**src/rtl/fpaddsub_norm_stage_pkg.sv**
```systemverilog
// Shared types and constants for the FP add/sub normalisation stage.
package fpaddsub_pkg;

  localparam int MAN_W = 32;
  localparam int EXP_W = 8;
  localparam int LZ_W  = 6;
  localparam int SH_W  = $clog2(MAN_W);

  localparam logic [EXP_W-1:0] EXP_ALL_ONES = '1;

  // One normalised beat as presented to the rounding stage.
  typedef struct packed {
    logic [MAN_W-1:0] man;
    logic [EXP_W-1:0] exp;
    logic             sign;
    logic             zero;
    logic             unf;
    logic             ovf;
  } norm_beat_t;

  // Beat held between S1 and S2: raw sum plus the decided shift and exponent.
  typedef struct packed {
    logic [MAN_W-1:0] sum;
    logic [SH_W-1:0]  shamt;
    logic [EXP_W-1:0] exp;
    logic             sign;
    logic             zero;
    logic             unf;
    logic             ovf;
  } s1_beat_t;

  // Priority encoder: number of zeros above the leading one; MAN_W for an all-zero word.
  function automatic logic [LZ_W-1:0] lzc(input logic [MAN_W-1:0] v);
    logic [LZ_W-1:0] n;
    n = LZ_W'(MAN_W);
    for (int i = 0; i < MAN_W; i++) begin
      if (v[i]) n = LZ_W'(MAN_W - 1 - i);
    end
    return n;
  endfunction

endpackage

```
**src/rtl/fpaddsub_norm_stage_if.sv**
```systemverilog
// Beat bus of the normalisation stage: upstream inputs and downstream outputs.
interface fpaddsub_norm_stage_if;
  import fpaddsub_pkg::*;

  logic             in_valid;
  logic             in_ready;
  logic [MAN_W-1:0] in_sum;
  logic [LZ_W-1:0]  in_lz;
  logic [EXP_W-1:0] in_exp;
  logic             in_sign;

  logic             out_valid;
  logic             out_ready;
  logic [MAN_W-1:0] out_man;
  logic [EXP_W-1:0] out_exp;
  logic             out_sign;
  logic             out_zero;
  logic             out_unf;
  logic             out_ovf;

  // The stage itself.
  modport slave (
    input  in_valid, in_sum, in_lz, in_exp, in_sign, out_ready,
    output in_ready, out_valid, out_man, out_exp, out_sign, out_zero, out_unf, out_ovf
  );

  // Whoever feeds and drains the stage.
  modport master (
    output in_valid, in_sum, in_lz, in_exp, in_sign, out_ready,
    input  in_ready, out_valid, out_man, out_exp, out_sign, out_zero, out_unf, out_ovf
  );

endinterface

```
**src/rtl/fpaddsub_norm_shifter.sv**
```systemverilog
// Combinational logarithmic left barrel shifter, one mux level per shift-amount bit.
module fpaddsub_norm_shifter #(
  parameter int MAN_W = 32
) (
  input  logic [MAN_W-1:0]         i_data,
  input  logic [$clog2(MAN_W)-1:0] i_shamt,
  output logic [MAN_W-1:0]         o_data
);

  localparam int LVL = $clog2(MAN_W);

  logic [MAN_W-1:0] w_stage [0:LVL];

  assign w_stage[0] = i_data;

  // Level gi shifts by 2^gi when bit gi of the amount is set.
  generate
    for (genvar gi = 0; gi < LVL; gi++) begin : g_lvl
      assign w_stage[gi+1] = i_shamt[gi] ? (w_stage[gi] << (2 ** gi)) : w_stage[gi];
    end
  endgenerate

  assign o_data = w_stage[LVL];

endmodule

```
**src/rtl/fpaddsub_norm_stage.sv**
```systemverilog
// Normalisation stage of the FP add/sub datapath: two-stage valid/ready pipeline.
// S1 decides shift amount, exponent and flags; S2 shifts and applies zero/overflow forcing.
// Build option FPADDSUB_NORM_INTERNAL_LZC_EN: derive the leading-zero count from the sum
// itself instead of trusting in_lz.
module fpaddsub_norm_stage
  import fpaddsub_pkg::*;
(
  input logic                  clk,
  input logic                  rst,
  fpaddsub_norm_stage_if.slave bus
);

  localparam logic signed [EXP_W+1:0] E_ONE = (EXP_W+2)'(1);
  localparam logic signed [EXP_W+1:0] E_MAX = (EXP_W+2)'(2 ** EXP_W - 1);

  logic             r_v1;
  logic             r_v2;
  s1_beat_t         r_s1;
  norm_beat_t       r_s2;

  logic             w_s1_en;
  logic             w_s2_en;
  logic [LZ_W-1:0]  w_lz;
  logic signed [EXP_W+1:0] w_e;
  s1_beat_t         w_s1_next;
  norm_beat_t       w_s2_next;
  logic [MAN_W-1:0] w_shifted;

`ifdef FPADDSUB_NORM_INTERNAL_LZC_EN
  assign w_lz = lzc(bus.in_sum);
`else
  assign w_lz = bus.in_lz;
`endif

  // S2 advances when empty or draining; S1 advances when empty or S2 advances.
  assign w_s2_en      = !r_v2 || bus.out_ready;
  assign w_s1_en      = !r_v1 || w_s2_en;
  assign bus.in_ready = w_s1_en;

  // S1: exponent adjust on a signed, widened range so underflow and overflow are visible.
  always_comb begin
    w_s1_next       = '0;
    w_e             = (EXP_W+2)'(bus.in_exp) + (EXP_W+2)'(1) - (EXP_W+2)'(w_lz);
    w_s1_next.sum   = bus.in_sum;
    w_s1_next.sign  = bus.in_sign;
    w_s1_next.zero  = (w_lz >= LZ_W'(MAN_W));
    w_s1_next.shamt = w_lz[SH_W-1:0];
    w_s1_next.exp   = w_e[EXP_W-1:0];
    if (w_s1_next.zero) begin
      w_s1_next.shamt = '0;
    end else if (w_e < E_ONE) begin
      // Denormal clamp: only shift as far as the exponent allows.
      w_s1_next.unf   = 1'b1;
      w_s1_next.shamt = bus.in_exp[SH_W-1:0];
      w_s1_next.exp   = '0;
    end
    w_s1_next.ovf = !w_s1_next.zero && (w_e >= E_MAX);
  end

  fpaddsub_norm_shifter #(.MAN_W(MAN_W)) u_shifter (
    .i_data  (r_s1.sum),
    .i_shamt (r_s1.shamt),
    .o_data  (w_shifted)
  );

  // S2: zero forces an all-zero result; overflow saturates the exponent and clears the mantissa.
  always_comb begin
    w_s2_next      = '0;
    w_s2_next.sign = r_s1.sign;
    w_s2_next.zero = r_s1.zero;
    w_s2_next.unf  = r_s1.unf && !r_s1.zero;
    w_s2_next.ovf  = r_s1.ovf && !r_s1.zero;
    if (r_s1.zero) begin
      w_s2_next.man = '0;
      w_s2_next.exp = '0;
    end else if (r_s1.ovf) begin
      w_s2_next.man = '0;
      w_s2_next.exp = EXP_ALL_ONES;
    end else begin
      w_s2_next.man = w_shifted;
      w_s2_next.exp = r_s1.exp;
    end
  end

  // Pipeline registers; data only loads with a valid beat so held outputs never change.
  always_ff @(posedge clk) begin
    if (rst) begin
      r_v1 <= 1'b0;
      r_v2 <= 1'b0;
      r_s1 <= '0;
      r_s2 <= '0;
    end else begin
      if (w_s1_en) begin
        r_v1 <= bus.in_valid;
        if (bus.in_valid) r_s1 <= w_s1_next;
      end
      if (w_s2_en) begin
        r_v2 <= r_v1;
        if (r_v1) r_s2 <= w_s2_next;
      end
    end
  end

  assign bus.out_valid = r_v2;
  assign bus.out_man   = r_s2.man;
  assign bus.out_exp   = r_s2.exp;
  assign bus.out_sign  = r_s2.sign;
  assign bus.out_zero  = r_s2.zero;
  assign bus.out_unf   = r_s2.unf;
  assign bus.out_ovf   = r_s2.ovf;

endmodule
```
**src/flat_wrapper.sv**
```systemverilog
// flat-port wrapper written by rule: the top's interface ports become plain ports
module fpaddsub_norm_stage_flat import fpaddsub_pkg::*;
  (clk, rst, bus_in_valid, bus_in_sum, bus_in_lz, bus_in_exp, bus_in_sign, bus_out_ready, bus_in_ready, bus_out_valid, bus_out_man, bus_out_exp, bus_out_sign, bus_out_zero, bus_out_unf, bus_out_ovf);
  fpaddsub_norm_stage_if bus_i ();
  input logic clk;
  input logic rst;
  input wire logic [$bits(bus_i.in_valid)-1:0] bus_in_valid;
  input wire logic [$bits(bus_i.in_sum)-1:0] bus_in_sum;
  input wire logic [$bits(bus_i.in_lz)-1:0] bus_in_lz;
  input wire logic [$bits(bus_i.in_exp)-1:0] bus_in_exp;
  input wire logic [$bits(bus_i.in_sign)-1:0] bus_in_sign;
  input wire logic [$bits(bus_i.out_ready)-1:0] bus_out_ready;
  output wire logic [$bits(bus_i.in_ready)-1:0] bus_in_ready;
  output wire logic [$bits(bus_i.out_valid)-1:0] bus_out_valid;
  output wire logic [$bits(bus_i.out_man)-1:0] bus_out_man;
  output wire logic [$bits(bus_i.out_exp)-1:0] bus_out_exp;
  output wire logic [$bits(bus_i.out_sign)-1:0] bus_out_sign;
  output wire logic [$bits(bus_i.out_zero)-1:0] bus_out_zero;
  output wire logic [$bits(bus_i.out_unf)-1:0] bus_out_unf;
  output wire logic [$bits(bus_i.out_ovf)-1:0] bus_out_ovf;
  assign bus_i.in_valid = bus_in_valid;
  assign bus_i.in_sum = bus_in_sum;
  assign bus_i.in_lz = bus_in_lz;
  assign bus_i.in_exp = bus_in_exp;
  assign bus_i.in_sign = bus_in_sign;
  assign bus_i.out_ready = bus_out_ready;
  assign bus_in_ready = bus_i.in_ready;
  assign bus_out_valid = bus_i.out_valid;
  assign bus_out_man = bus_i.out_man;
  assign bus_out_exp = bus_i.out_exp;
  assign bus_out_sign = bus_i.out_sign;
  assign bus_out_zero = bus_i.out_zero;
  assign bus_out_unf = bus_i.out_unf;
  assign bus_out_ovf = bus_i.out_ovf;
  fpaddsub_norm_stage u_core (.clk(clk), .rst(rst), .bus(bus_i));
endmodule
```
**config.mk**
```make
export PLATFORM = sky130hd
export DESIGN_NAME = fpaddsub_norm_stage_flat
export DESIGN_NICKNAME = d
export VERILOG_FILES = /design/src/rtl/fpaddsub_norm_stage_pkg.sv /design/src/rtl/fpaddsub_norm_stage_if.sv /design/src/rtl/fpaddsub_norm_shifter.sv /design/src/rtl/fpaddsub_norm_stage.sv /design/src/flat_wrapper.sv
export SDC_FILE = /design/constraint.sdc
export NUM_CORES = 1
export LEC_CHECK = 0
export ABC_AREA = 1
export CAP_MARGIN = 20
export CORE_MARGIN = 2
export CORE_UTILIZATION = 48
export DETAILED_ROUTE_END_ITERATION = 16
export GPL_TIMING_DRIVEN = 0
export PLACE_DENSITY = 0.88
export RECOVER_POWER = 50
export SLEW_MARGIN = 20
export SYNTH_ARGS = -nofsm -noshare
export SYNTH_HDL_FRONTEND = slang
export SYNTH_SLANG_ARGS = --single-unit
```
**constraint.sdc**
```tcl
create_clock -name clk -period 2.2 [get_ports clk]
set_input_delay 0.33 -clock clk [delete_from_list [all_inputs] [get_ports clk]]
set_output_delay 0.33 -clock clk [all_outputs]
set_load 0.005 [all_outputs]
```
==> flow_summary.json, run 1 <==
{
  "tightest_slew_ps": 684,
  "final_max_slew_viol_count": 0,
  "grt_max_degree": 17,
  "path_class": "input port to register",
  "drv_cap": 0,
  "cts_hold_buf": 0,
  "arrival_ps": 2540,
  "cpMaxStageDelayCell": "ha_4",
  "drive_gt1_share_pct": 14.9,
  "synth_area_per_cell_um2": 6.31,
  "cp-endpoint": "u_core.r_s1[15]",
  "path_clk_slew_ps": 70,
  "min_path_type": "input port to register",
  "startpoint": "bus_in_exp[1]",
  "area_growth_pct": 35.0,
  "crit_chain": "buf_8, ha_4, nand2_4, o21ai_2, o21ai_2, inv_2, ha_4, nand2_4, inv_2, nand2_2, nand2_2, nor2_4, nand2_2, o21ai_2, nand2_2, nor2_4, nand2_4, nand3_2, nand3_2, a21oi_2",
  "grt_pass1_wl_mm": 26.6,
  "pre_cts_ws_ps": -913,
  "ys_seq_area_share_pct": 35.0,
  "cp_max_fo": 6,
  "leakagePower_nw": 3.26,
  "netlist_top_cells_area": "dfxtp_1 (35%), nand2_1 (17%), o21ai_0 (8.4%)",
  "r2r_start": "u_core.r_s1[12]",
  "vias": 6307,
  "grt_overflow": 0,
  "violations": "negative setup slack",
  "synth_area_um2": 5440,
  "yosys_most_used_dff": "dfxtp_1",
  "cts_made_buffers": 9,
  "routedWlPerCell_um": 15.3,
  "reg2reg_slack_ps": 60,
  "skew_ps": 10.4,
  "worstRegToRegCells": 11,
  "ys_types": 36,
  "antenna_found_initial": 0,
  "layout_min_cycle_time_ps": 2270,
  "required_ps": 2470,
  "finalSetupViolations": 12,
  "endpoint_kind": "register",
  "netlist_instances": 863,
  "worstReg2RegEnd": "u_core.bus.out_man[26]",
  "viasPerCell": 5.57,
  "peakVddDrop_v": 0.000370,
  "rsz0062_at_grt": "yes",
  "nNetsFinal": 1048,
  "cp_slowest_stage_delay_ps": 230,
  "fmax_mhz": 441,
  "start_util_pct": 49.8,
  "path_common_cell": "nand2_2",
  "route.detailed.drc": 0,
  "htreeDepth": 3,
  "final.period_utilization_pct": 103,
  "cts_tree": "built",
  "async_reset_ff_share_pct": 0,
  "fin_setup_tns_ps": -483,
  "rows": 38,
  "clkSinkCount": 95,
  "synth.top_cells.by_count": "nand2_1 (252), dfxtp_1 (95), nor2_1 (95), o21ai_0 (91), nand3_1 (78)",
  "p_per_area_nw_per_um2": 641,
  "diodes": 0,
  "wl_mm": 17.3,
  "fp.dieW_um": 110,
  "holdWs_ps": 383,
  "synth.most_common_cell": "nand2_1",
  "core_um2": 10900,
  "clockRootBuffer": "clkbuf_16",
  "portBuffers": 95,
  "place_hpwl_mm": 12.0,
  "yosysTopAreaCell": "dfxtp_1",
  "drtPass1Iterations": 8,
  "clockBufferDepth": 2,
  "synth_edf_count": 0,
  "relSlewSlack_pct": 54.2,
  "track_usage_pct": 26.1,
  "die_area_um2": 12200,
  "worst_slack_ps": -69.8,
  "first_global_vias": 5672,
  "ioPinCount": 97,
  "synth_nets": 922,
  "ys_seq_elements": 95,
  "cp-start-kind": "input port",
  "hold_violations": 0,
  "status": "finished with violations",
  "place_congestion": 0.982,
  "synth_top_area_share_pct": 35.0,
  "ys_warn_count": 0,
  "ant_nets": 0,
  "drtIter0Drc": 468,
  "die_height_um": 110,
  "whs_path_depth": 2,
  "clk_latency_ps": 340
}
[kinds of logic after synthesis]
family	Yosys count	synth area share (%)
buffers and inverters	118	8.69
AO/OA/AOI/OAI	180	18.0
flip-flops	95	35.0
XOR/XNOR	4	0.644
AND/OR/NAND/NOR	454	35.0
adder cells (fa/ha/maj)	8	1.98
multiplexers	4	0.736
[report_power, final]
part	leakage, nW	internal [mW]	switching (mW)	total [mW]
combinational	2.33	0.486	0.728	1.21
clock	0.150	0.919	0.686	1.60
sequential	0.779	1.82	0.0676	1.89
total	3.26	3.23	1.48	4.71
[critical path: cells and delay by family]
family | cells | cell delay, ps
AND/OR/NAND/NOR | 11 | 1060
AO/OA/AOI/OAI | 4 | 540
adder cells (fa/ha/maj) | 2 | 390
buffers and inverters | 3 | 200
[cell type report]
| class | count | area (um2) |
|---|---|---|
| well taps | 140 | 175 |
| repair buffers | 116 | 1120 |
| clock buffers | 10 | 239 |
| multi-input cells | 650 | 3370 |
| flip-flops and latches | 95 | 1900 |
| fillers | 922 | 3590 |
| plain buffers | 56 | 241 |
| inverters | 61 | 231 |
| clock inverters | 5 | 65.1 |
[routing by layer]
layer	GRT usage [%]	part of all wire [%]	vias to the layer above	wire length [um]
met1	33.2	40	2863	6930
met3	3.13	8.0	50	1380
met2	45.7	49	326	8500
li1	-	-	3068	-
met5	0	0	-	0
met4	9.08	3.0	0	520
[stage by stage]
stage	util, %	power, mW	cell area [um2]	std cells
CTS	64.8	4.57	7090	1127
detailed placement	60.2	2.93	6590	1098
floorplan	-	2.56	5460	863
global placement	60.2	2.92	6590	1098
finish	67.2	4.71	7340	1133
global route	67.2	4.91	7340	1133
[cells in the final DEF (no fill, tap or decap), types with 6 or more instances in the layout]
cell type        instances
a21oi_1                 47
a31oi_1                  9
a21oi_2                  7
nand3_2                 12
buf_4                   25
clkdlybuf4s50_1         40
a22oi_1                  9
o211ai_1                11
dlygate4sd3_1           45
nand2_4                  6
nand2_2                 20
nor2_4                   6
buf_1                    9
nand2_1                234
nand3_1                 67
clkbuf_16                9
buf_2                   10
inv_2                   12
dfxtp_1                 95
inv_1                   48
o21ai_0                 83
clkbuf_1                30
nor2_1                  91
o21ai_1                  7
[registers in the layout, indices dropped and copies added, names as in the netlist]
signal and cells:
u_core.bus.out_exp 8, u_core.bus.out_man 32, u_core.bus.out_ovf 1, u_core.bus.out_sign 1
u_core.bus.out_unf 1, u_core.bus.out_valid 1, u_core.bus.out_zero 1, u_core.r_s1 49
u_core.r_v1 1
[worst min-delay path by stage]
| stage | from | slack, ps | to |
|---|---|---|---|
| finish | rst | 380 | u_core.bus.out_zero |
| global route | rst | 410 | u_core.bus.out_zero |
| CTS | rst | 390 | u_core.bus.out_zero |
| detailed placement | u_core.r_s1[10] | 450 | u_core.r_s1[10] |
| global placement | u_core.r_s1[6] | 450 | u_core.r_s1[6] |
| floorplan | u_core.r_s1[10] | 440 | u_core.r_s1[10] |
[repair_timing]
action,4_1_cts,5_1_grt
pin swaps,19,41
setup buffers,14,7
resized for setup,45,75
endpoints found under the setup margin,15,33
No activity file was read; power rests on OpenSTA's default activity.
==> run 2: changes to the inputs <==
CAP_MARGIN = not set   (was 20)
REMOVE_ABC_BUFFERS = 1   (was not set)
==> run 2 against run 1 <==
Net effect: the flow still finishes with violations (negative setup slack); total power fell by 0.16%; worst hold slack lost 45 ps; cell count decreased by 3.9%; flip-flop and latch count unchanged; via count shrank 4.0%; non-clock buffer count fell by 45; global-route usage shrank 2.8 points; count of clock-buffer cells in the layout up 1; routed wire length fell by 10%; worst setup slack worse by 49 ps; highest routed layer unchanged.
==> flow_summary.json, run 2 (synthesized netlist as in run 1, its figures left out) <==
{
  "arrival_ps": 2540,
  "hp-start": "rst",
  "portBuffers": 96,
  "peakVddDrop_v": 0.000313,
  "largest-register": "u_core.r_s1",
  "cts_tree": "built",
  "tightest_slew_ps": 684,
  "layout_min_cycle_time_ps": 2320,
  "min_path_type": "input port to register",
  "grt_pass1_wl_mm": 24.3,
  "routedWlPerCell_um": 14.3,
  "drive_gt1_share_pct": 15.4,
  "worst_slack_ps": -118,
  "cp_max_fo": 7,
  "p_per_area_nw_per_um2": 643,
  "cp-start-kind": "input port",
  "ioPinCount": 97,
  "start_util_pct": 49.8,
  "fmax_mhz": 431,
  "wl_mm": 15.6,
  "required_ps": 2420,
  "endpoint_kind": "register",
  "nNetsFinal": 1004,
  "antenna_found_initial": 0,
  "reg2reg_slack_ps": 30,
  "rsz0062_at_grt": "yes",
  "fin_setup_tns_ps": -619,
  "drv_cap": 0,
  "leakagePower_nw": 3.07,
  "drtIter0Drc": 624,
  "die_height_um": 110,
  "vias": 6052,
  "htreeDepth": 3,
  "diodes": 0,
  "relSlewSlack_pct": 54.4,
  "clk_latency_ps": 340,
  "violations": "negative setup slack",
  "finalSetupViolations": 9,
  "track_usage_pct": 23.4,
  "largest_reg_flops": 49,
  "status": "finished with violations",
  "drtPass1Iterations": 6,
  "mostFrequentLayoutCell": "nand2_1",
  "path_class": "input port to register",
  "area_growth_pct": 34.4,
  "placed_cells": 1045,
  "grt_overflow": 0,
  "die_area_um2": 12200,
  "whs_path_depth": 2,
  "skew_ps": 6.77,
  "clockBufferDepth": 2,
  "cts_made_buffers": 9,
  "path_clk_slew_ps": 60,
  "holdWs_ps": 337,
  "final_max_slew_viol_count": 0,
  "fillCellCount": 899,
  "place_hpwl_mm": 9.81,
  "worstReg2RegEnd": "u_core.bus.out_man[8]",
  "whs_endpoint": "u_core.bus.out_ovf",
  "clockRootBuffer": "clkbuf_16",
  "grt_max_degree": 55,
  "route.detailed.drc": 0,
  "core_um2": 10900,
  "hold_violations": 0,
  "final.period_utilization_pct": 105,
  "viasPerCell": 5.56,
  "clkSinkCount": 95,
  "worstRegToRegCells": 7,
  "r2r_start": "u_core.r_s1[13]",
  "place_congestion": 0.929,
  "first_global_vias": 5334,
  "fp.dieW_um": 110,
  "final_cell_mix": "nand2_1 (237), dfxtp_1 (91), nor2_1 (89), o21ai_0 (87), clkdlybuf4s50_1 (86)",
  "rows": 38,
  "fin_cells": 1089,
  "ant_nets": 0
}
==> run 2: critical path, cell delays in order <==
cell and delay [ps]:
dlygate4sd2_1 270, ha_2 200, fa_2 370, inv_1 70, nand3_1 80, nand2_1 90, nand2_1 70, nand2_2 90
nand2_1 60, nor2_2 120, nand2_1 90, nor2_2 130, nand2_2 110, nand2_8 90, nand3_4 160, nand2_1 120
a21oi_1 80
==> run 2: report_power, final <==
group | switching (mW) | internal [mW]
logic | 0.655 | 0.488
registers | 0.0952 | 1.82
clock network | 0.623 | 1.02
==> run 2: layout make-up <==
| class | instances | area, um2 | area share (%) |
|---|---|---|---|
| repair inverters | 1 | 7.51 | 0.103 |
| clock buffers | 11 | 243 | 3.32 |
| multi-input cells | 650 | 3420 | 46.8 |
| repair buffers | 127 | 1240 | 17.0 |
| clock inverters | 4 | 70.1 | 0.958 |
| well taps | 140 | 175 | 2.39 |
| flip-flops and latches | 95 | 1910 | 26.1 |
| inverters | 61 | 243 | 3.32 |
==> run 2: metrics by stage <==
stage | power, mW | cell area (um2) | worst slack, ps | util (%)
global placement | 2.85 | 6340 | -2360 | 57.9
finish | 4.70 | 7320 | -118 | 66.9
CTS | 4.54 | 6920 | 2.56 | 63.3
global route | 4.92 | 7320 | -201 | 66.9
floorplan | 2.51 | 5200 | -775 | -
detailed placement | 2.88 | 6390 | -1020 | 58.5
==> run 2: layer usage <==
metal	vias up	track usage, %	routed length [um]
met1	2736	31.8	6760
met2	280	36.9	7280
met4	0	8.83	484
met3	55	4.23	1090
met5	-	0	0
li1	2981	-	-
==> run 2: worst max-delay path by stage <==
stage | start | end | slack [ps] | cells past startpoint
global placement | bus_out_ready | u_core.bus.out_man[8] | -2360 | 10
global route | bus_in_lz[0] | u_core.r_s1[8] | -200 | 17
CTS | bus_in_lz[3] | u_core.r_s1[7] | 3 | 16
floorplan | bus_out_ready | u_core.bus.out_man[8] | -780 | 9
detailed placement | bus_in_exp[0] | u_core.r_s1[7] | -1020 | 21
finish | bus_in_lz[0] | u_core.r_s1[8] | -120 | 17
==> run 2: timing repair <==
item                       in CTS  in global routing
gates resized for setup        51                 78
setup endpoints to repair      79                 72
gates cloned                    1                  0
pin swaps                      12                 44
hold buffers                    0                  0
setup buffers                  12                 16
